File: src/rtl/hls_ap_ctrl_host.sv
// Host-side ap_ctrl_hs initiator: operand bank, one start/ready/done run,
// result capture on ap_vld strobes, valid/ready return, timeout guard.
module hls_ap_ctrl_host #(
  parameter int DATA_W  = 32,
  parameter int N_IN    = 10,
  parameter int TIMEOUT = 1000,
  parameter int CNT_W   = 16
) (
  input  logic                   ap_clk,
  input  logic                   ap_rst_n,
  input  logic                   cfg_we,
  input  logic [3:0]             cfg_addr,
  input  logic [DATA_W-1:0]      cfg_wdata,
  input  logic                   cmd_go,
  output logic                   busy,
  output logic                   res_valid,
  input  logic                   res_ready,
  output logic [DATA_W-1:0]      res_out1,
  output logic [DATA_W-1:0]      res_out2,
  output logic [DATA_W-1:0]      res_out3,
  output logic [2:0]             res_vld_mask,
  output logic                   res_timeout,
  output logic [CNT_W-1:0]       run_count,
  output logic                   acc_ap_start,
  input  logic                   acc_ap_done,
  input  logic                   acc_ap_idle,
  input  logic                   acc_ap_ready,
  output logic [N_IN*DATA_W-1:0] acc_in,
  input  logic [DATA_W-1:0]      acc_out1,
  input  logic [DATA_W-1:0]      acc_out2,
  input  logic [DATA_W-1:0]      acc_out3,
  input  logic                   acc_out1_ap_vld,
  input  logic                   acc_out2_ap_vld,
  input  logic                   acc_out3_ap_vld
);

  typedef enum logic [1:0] {S_IDLE, S_START, S_WAIT_DONE, S_HOLD} state_t;

  state_t                        r_state, w_next;
  logic [N_IN-1:0][DATA_W-1:0]   r_op;
  logic [2:0][DATA_W-1:0]        r_res;
  logic [2:0]                    r_mask;
  logic                          r_timeout;
  logic [CNT_W-1:0]              r_tcnt, r_runs;
  logic                          w_accept, w_run, w_expire;
  logic [2:0][DATA_W-1:0]        w_acc_out;
  logic [2:0]                    w_vld;
  logic                          w_unused;

  // Idle status is informational only; start never waits on it.
  assign w_unused  = acc_ap_idle;
  assign w_acc_out = {acc_out3, acc_out2, acc_out1};
  assign w_vld     = {acc_out3_ap_vld, acc_out2_ap_vld, acc_out1_ap_vld};
  assign w_accept  = (r_state == S_IDLE) && cmd_go;
  assign w_run     = (r_state == S_START) || (r_state == S_WAIT_DONE);
  assign w_expire  = (TIMEOUT != 0) && (r_tcnt == CNT_W'(TIMEOUT - 1));

  always_comb begin
    w_next = r_state;
    case (r_state)
      S_IDLE:      if (cmd_go) w_next = S_START;
      S_START: begin
        if (acc_ap_done || w_expire) w_next = S_HOLD;
        else if (acc_ap_ready)       w_next = S_WAIT_DONE;
      end
      S_WAIT_DONE: if (acc_ap_done || w_expire) w_next = S_HOLD;
      S_HOLD:      if (res_ready) w_next = S_IDLE;
      default:     w_next = S_IDLE;
    endcase
  end

  always_ff @(posedge ap_clk or negedge ap_rst_n) begin
    if (!ap_rst_n) begin
      r_state   <= S_IDLE;
      r_op      <= '0;
      r_res     <= '0;
      r_mask    <= '0;
      r_timeout <= 1'b0;
      r_tcnt    <= '0;
      r_runs    <= '0;
    end else begin
      r_state <= w_next;
      for (int k = 0; k < N_IN; k++)
        if ((r_state == S_IDLE) && cfg_we && (cfg_addr == 4'(k))) r_op[k] <= cfg_wdata;
      if (w_accept) begin
        r_mask    <= '0;
        r_timeout <= 1'b0;
        r_tcnt    <= '0;
      end else if (w_run) begin
        r_tcnt <= r_tcnt + 1'b1;
        for (int k = 0; k < 3; k++)
          if (w_vld[k]) begin
            r_res[k]  <= w_acc_out[k];
            r_mask[k] <= 1'b1;
          end
        // Done in the expiry cycle counts as a normal completion.
        if (acc_ap_done)   r_runs    <= r_runs + 1'b1;
        else if (w_expire) r_timeout <= 1'b1;
      end
    end
  end

  assign acc_in       = r_op;
  assign acc_ap_start = (r_state == S_START);
  assign busy         = (r_state != S_IDLE);
  assign res_valid    = (r_state == S_HOLD);
  assign res_out1     = r_res[0];
  assign res_out2     = r_res[1];
  assign res_out3     = r_res[2];
  assign res_vld_mask = r_mask;
  assign res_timeout  = r_timeout;
  assign run_count    = r_runs;

endmodule

File: config.mk
export PLATFORM = sky130hd
export DESIGN_NAME = hls_ap_ctrl_host
export DESIGN_NICKNAME = d
export VERILOG_FILES = /design/src/rtl/hls_ap_ctrl_host.sv
export SDC_FILE = /design/constraint.sdc
export NUM_CORES = 1
export LEC_CHECK = 0
export ABC_CLOCK_PERIOD_IN_PS = 3000
export BUFFER_PORTS_ARGS = -buffer_cell sky130_fd_sc_hd__buf_4
export CAP_MARGIN = 20
export CORE_AREA = 3 3 228 230
export CTS_CLUSTER_SIZE = 40
export DETAILED_ROUTE_END_ITERATION = 16
export DIE_AREA = 0 0 231 233
export SLEW_MARGIN = 0
export SYNTH_ARGS = -nofsm -noshare
export SYNTH_HDL_FRONTEND = slang
export SYNTH_SLANG_ARGS = --single-unit
File: constraint.sdc
create_clock -name ap_clk -period 3 [get_ports ap_clk]
set_clock_uncertainty 0.2 [all_clocks]
set_input_delay 0.3 -clock ap_clk [delete_from_list [all_inputs] [get_ports ap_clk]]
set_output_delay 0.3 -clock ap_clk [all_outputs]
set_load 0.01 [all_outputs]
# --- Word level (Yosys, flattened, before mapping) ---
# Cells that the tools add are included.
totals:
  input_bits: 143
  ff_bits: 454
  word_cells: 89
  output_inout_bits: 439
op_classes:
  reduce_logical: 31
  addsub: 2
  bitwise: 1
  eq_ne: 18
  muxes: 17
op_table:
  columns: ["cell", "n"]
  rows:
  - ["$add 16x1->16 const B", 2]
  - ["$mux 16", 2]
  - ["$eq 16x10->1 const B", 1]
  - ["$eq 4x3->1 const B", 4]
  - ["$reduce_and 3->1", 5]
  - ["$logic_and 1x1->1", 12]
  - ["$reduce_bool 2->1", 6]
  - ["$mux 2", 5]
  - ["$eq 4x2->1 const B", 2]
  - ["$eq 4x4->1 const B", 2]
  - ["$pmux 2 s4", 1]
  - ["$mux 1", 7]
  - ["$mux 3", 2]
  - ["$ne 2x1->1 const B", 3]
  - ["$reduce_and 2->1", 3]
  - ["$eq 2x2->1 const B", 2]
  - ["$eq 4x1->1 const B", 1]
  - ["$logic_not 4->1", 1]
  - ["$reduce_and 4->1", 1]
  - ["$ne 3x1->1 const B", 1]
  - ["$eq 2x1->1 const B", 1]
  - ["$logic_not 2->1", 1]
  - ["$logic_or 1x1->1", 2]
  - ["$ne 2x2->1 const B", 1]
  - ["$not 1->1", 1]

# --- Longest topological paths before layout ---
logic_depth:
  ltp_word: 5
  depth_mapped: 8
  depth_no_buf: 6

# --- Worst setup path before layout ---
# OpenSTA, ideal clock, no wires.
synth_timing:
  kind: "register to register"
  from: "register r_state[0]"
  to: "register r_op, in the netlist acc_in[34]"
  n_path_buf: 3
  path_stages_with_launch: 9
  setup_slack_ns: 0.763
  synth_period_minus_slack_ns: 2.237
  setup_time_ns: 0.125
  required_time_ns: 2.675
  arrival_time_ns: 1.912
  cell_sequence: "dfrtp_1 -> inv_1 -> ha_1 -> buf_4 -> nand2_2 -> or4_1 -> buf_2 -> buf_6 -> mux2_4"
synth_between:
  elab_chain_cells: 3
synth_lines:
  columns: ["element", "line", "rtl"]
  rows:
  - ["start: declaration", "39", "state_t r_state, w_next;"]
  - ["start signal: assignment", "82", "r_state <= w_next;"]
  - ["$logic_not 2->1", "84", "if ((r_state == S_IDLE) && cfg_we && (cfg_addr == 4'(k))) r_op[k] <= cfg_wdata;"]
  - ["$logic_and 1x1->1 (2 in series)", "84", null]
  - ["end signal: indexed assignment", "84", null]
  - ["end: declaration", "40", "logic [N_IN-1:0][DATA_W-1:0] r_op;"]
# No other way between the ends.
# A chain may end at the register's enable or synchronous reset.

# --- Final worst setup path ---
layout_timing:
  from: "register r_state[0]"
  to: "register r_op, in the netlist acc_in[174]"
# Same word-level chain as after synthesis.

==> results_dict.tcl <==
set metrics [dict create \
    synthAdderAreaFrac_pct 0.499 \
    period_needed_ns 2.75 \
    rsz0062_at_grt "no" \
    hold_path.class "input port to flop" \
    maxSlewHeadroom_pct 57.1 \
    via_per_inst 4.75 \
    row_count 82 \
    cp.arrival_ns 3.00 \
    htreeDepth 2 \
    cap_viol_max_count 0 \
    critPathRequiredTime_ns 3.26 \
    grt_usage_pct 21.3 \
    synth_top_area_cell "dfrtp_1" \
    final_area_um2 25900 \
    core_um2 50100 \
    ioPinCount 582 \
    routabilityCongestion 0.792 \
    wl_um 58100 \
    synthMuxAreaShare_pct 27.5 \
    finalCritPeriodShare_pct 91.5 \
    worst_hold_slack_ns 0.0435 \
    cts_resized 0 \
    firstDrtPassIters 4 \
    port_buffers 580 \
    cts_buffers 50 \
    syn_inst 1114 \
    syn-cell-area_um2 17600 \
    syn_nets 1264 \
    synthTopCellsByArea "dfrtp_1 (65%), mux2_2 (25%), mux2_4 (2.6%)" \
    grt_pass1_vias 13000 \
    ys_seq_area_share_pct 64.7 \
    regToRegEndpoint "acc_in[174]" \
    dp.cells 2328 \
    async_flop_share_pct 100 \
    drv_slew 0 \
    grt_max_degree 71 \
    timing.rr.start "r_state[0]" \
    yosysTopAreaCellShare_pct 64.7 \
    synth_top_family_by_area "multiplexers" \
    ir_drop_mv 0.774 \
    ys_warn_count 0 \
    antenna_cells 0 \
    synth_most_common_cell "dfrtp_1" \
    setup-tns-final_ns 0 \
    cp_slowest_cell "ha_1" \
    final_hold_viol_count 0 \
    vias 12100 \
    crit_type "flop to flop" \
    finalSetupViolations 0 \
    instances_no_fill 2556 \
    drive_above_1_share_pct 59.9 \
    grt_pass1_wl_um 85900 \
    cp_max_fo 21 \
    drt_iter0_drc 431 \
    drtAntennaViolNets 0 \
    netlist_top_cells_count "dfrtp_1 (454), mux2_2 (385), buf_2 (37)" \
    synth_ff_type "dfrtp_1" \
    total_power_mw 26.0 \
    slowest_delay_ns 0.44 \
    synth-xor-area-share_pct 1.35 \
    dieArea_um2 53800 \
    clk_pin_slew_ns 0.06 \
    setup.worst_path.start "r_state[0]" \
    worst_slew_pin_slew_ns 0.644 \
    root_buffer "clkbuf_16" \
    cp_cell_sequence "inv_1, ha_1, nand4b_1, nor2_4, buf_4, mux2_2" \
    outcome "complete, no violations" \
    die_x_um 231 \
    synth_edf_count 0 \
    dpl_cell_area_um2 22900 \
    wl_per_cell_um 22.7 \
    n_fill_cell 4206 \
    synth.avg_cell_area_um2 15.8 \
    crit_end "acc_in[174]" \
    dp_hpwl_um 42200 \
    clk-insertion-delay-late_ns 0.57 \
    grt-ovfl-total 0 \
    yosys.area_share.simple_pct 3.06 \
    ys_ff_latch 454 \
    multi_input_area_um2 5840 \
    reg2regPathDepth 6 \
    fin_nets 1993 \
    ys_types 43 \
    clock_path_buffers 3 \
    antenna_found_initial 3 \
    cp-start-kind "flop" \
    power_density_nw_per_um2 1000 \
    end_kind "flop" \
    regToRegSetupSlack_ns 0.25 \
    power_leakage_nw 13.1 \
    clock.fmax_ghz 0.364 \
    regArea_um2 11400 \
    synth-compound-area-share_pct 0.570 \
    drc_errors 0 \
    initial_core_util_pct 35.1 \
    syn2layout_area_growth_pct 47.5 \
    die_h_um 233 \
    clock_sinks 454 \
    cts_tree "yes" \
]
## timing repair
item                      4_1_cts  5_1_grt
hold buffers                  135        0
hold endpoints to repair      673        0
buffers inserted                0        0
## routing by layer
layer / vias to the layer above / share of wire, % / global-route usage (%) / wire [um]
met5: - / 0.079 / 0 / 46
met4: 6 / 2.6 / 6.26 / 1510
met3: 101 / 9.8 / 8.12 / 5720
met2: 473 / 47 / 35.0 / 27300
met1: 6205 / 40 / 26.2 / 23500
li1: 5344 / - / - / -
## critical path: cells and delay by family, from the launching register on
family	cells	cell delay (ns)
AND/OR/NAND/NOR	2	0.61
buffers and inverters	2	0.56
adder cells (fa/ha/maj)	1	0.44
flip-flops	1	0.40
multiplexers	1	0.39
## kinds of logic (layout without fill, tap and decap cells)
family                     count (synthesis)  after routing
buffers and inverters                     90            860
DFF                                      454            454
xor gates and xnor gates                  27             27
muxes                                    419            419
adders and majority gates                  7              7
AOI/OAI and AO/OA                         15             15
and+or+nand+nor                          102            102
## sequential cells by signal, summed over array words and instances (netlist names)
signal	count
acc_in	320
r_state	2
r_tcnt	16
res_out1	32
res_out2	32
res_out3	32
res_timeout	1
res_vld_mask	3
run_count	16
## metrics by stage
stage                     utilization, %  setup slack, ns
after global routing                51.8            0.146
after global placement              45.7            0.331
after CTS                           51.8            0.252
after detailed placement            45.7            0.240
after floorplan                        -            0.763
final                               51.8            0.255
## worst min path at each step
stage	start	end	slack, ns	cells after the start
2_1_floorplan	ap_rst_n	acc_in[0]	-0.20	0
5_1_grt	acc_out3_ap_vld	res_vld_mask[2]	0.05	4
4_1_cts	acc_out3_ap_vld	res_vld_mask[2]	0.003	4
3_3_place_gp	ap_rst_n	acc_in[165]	0.11	1
6_report	acc_out3_ap_vld	res_vld_mask[2]	0.04	4
3_5_place_dp	ap_rst_n	acc_in[10]	0.11	1
## cell usage in the layout (no fill, tap or decap), drive strengths merged, types with 6 or more instances in the layout
cell type and n:
ha 7, clkinv 13, dfrtp 454, nand3 11, nand4 6, nor4 7, clkbuf 73, nand2 23
mux2 418, nor2 25, xnor2 14, dlygate4sd3 135, buf 620, xor2 13, inv 13, nor3 11
## cell type report
| cell class | count | area share (%) |
|---|---|---|
| clock buffers | 73 | 5.67 |
| clock inverters | 20 | 0.806 |
| inverters | 12 | 0.174 |
| multi-input cells | 570 | 22.5 |
| flip-flops and latches | 454 | 43.8 |
| well taps | 672 | 3.24 |
| repair buffers | 755 | 23.7 |
## power breakdown
| group | switching [mW] | internal, mW | leakage, nW |
|---|---|---|---|
| clock | 2.51 | 3.73 | 0.833 |
| combinational | 4.29 | 5.47 | 6.37 |
| sequential | 1.45 | 8.57 | 5.90 |
| total | 8.24 | 17.8 | 13.1 |
No activity file was read; power rests on OpenSTA's default activity.
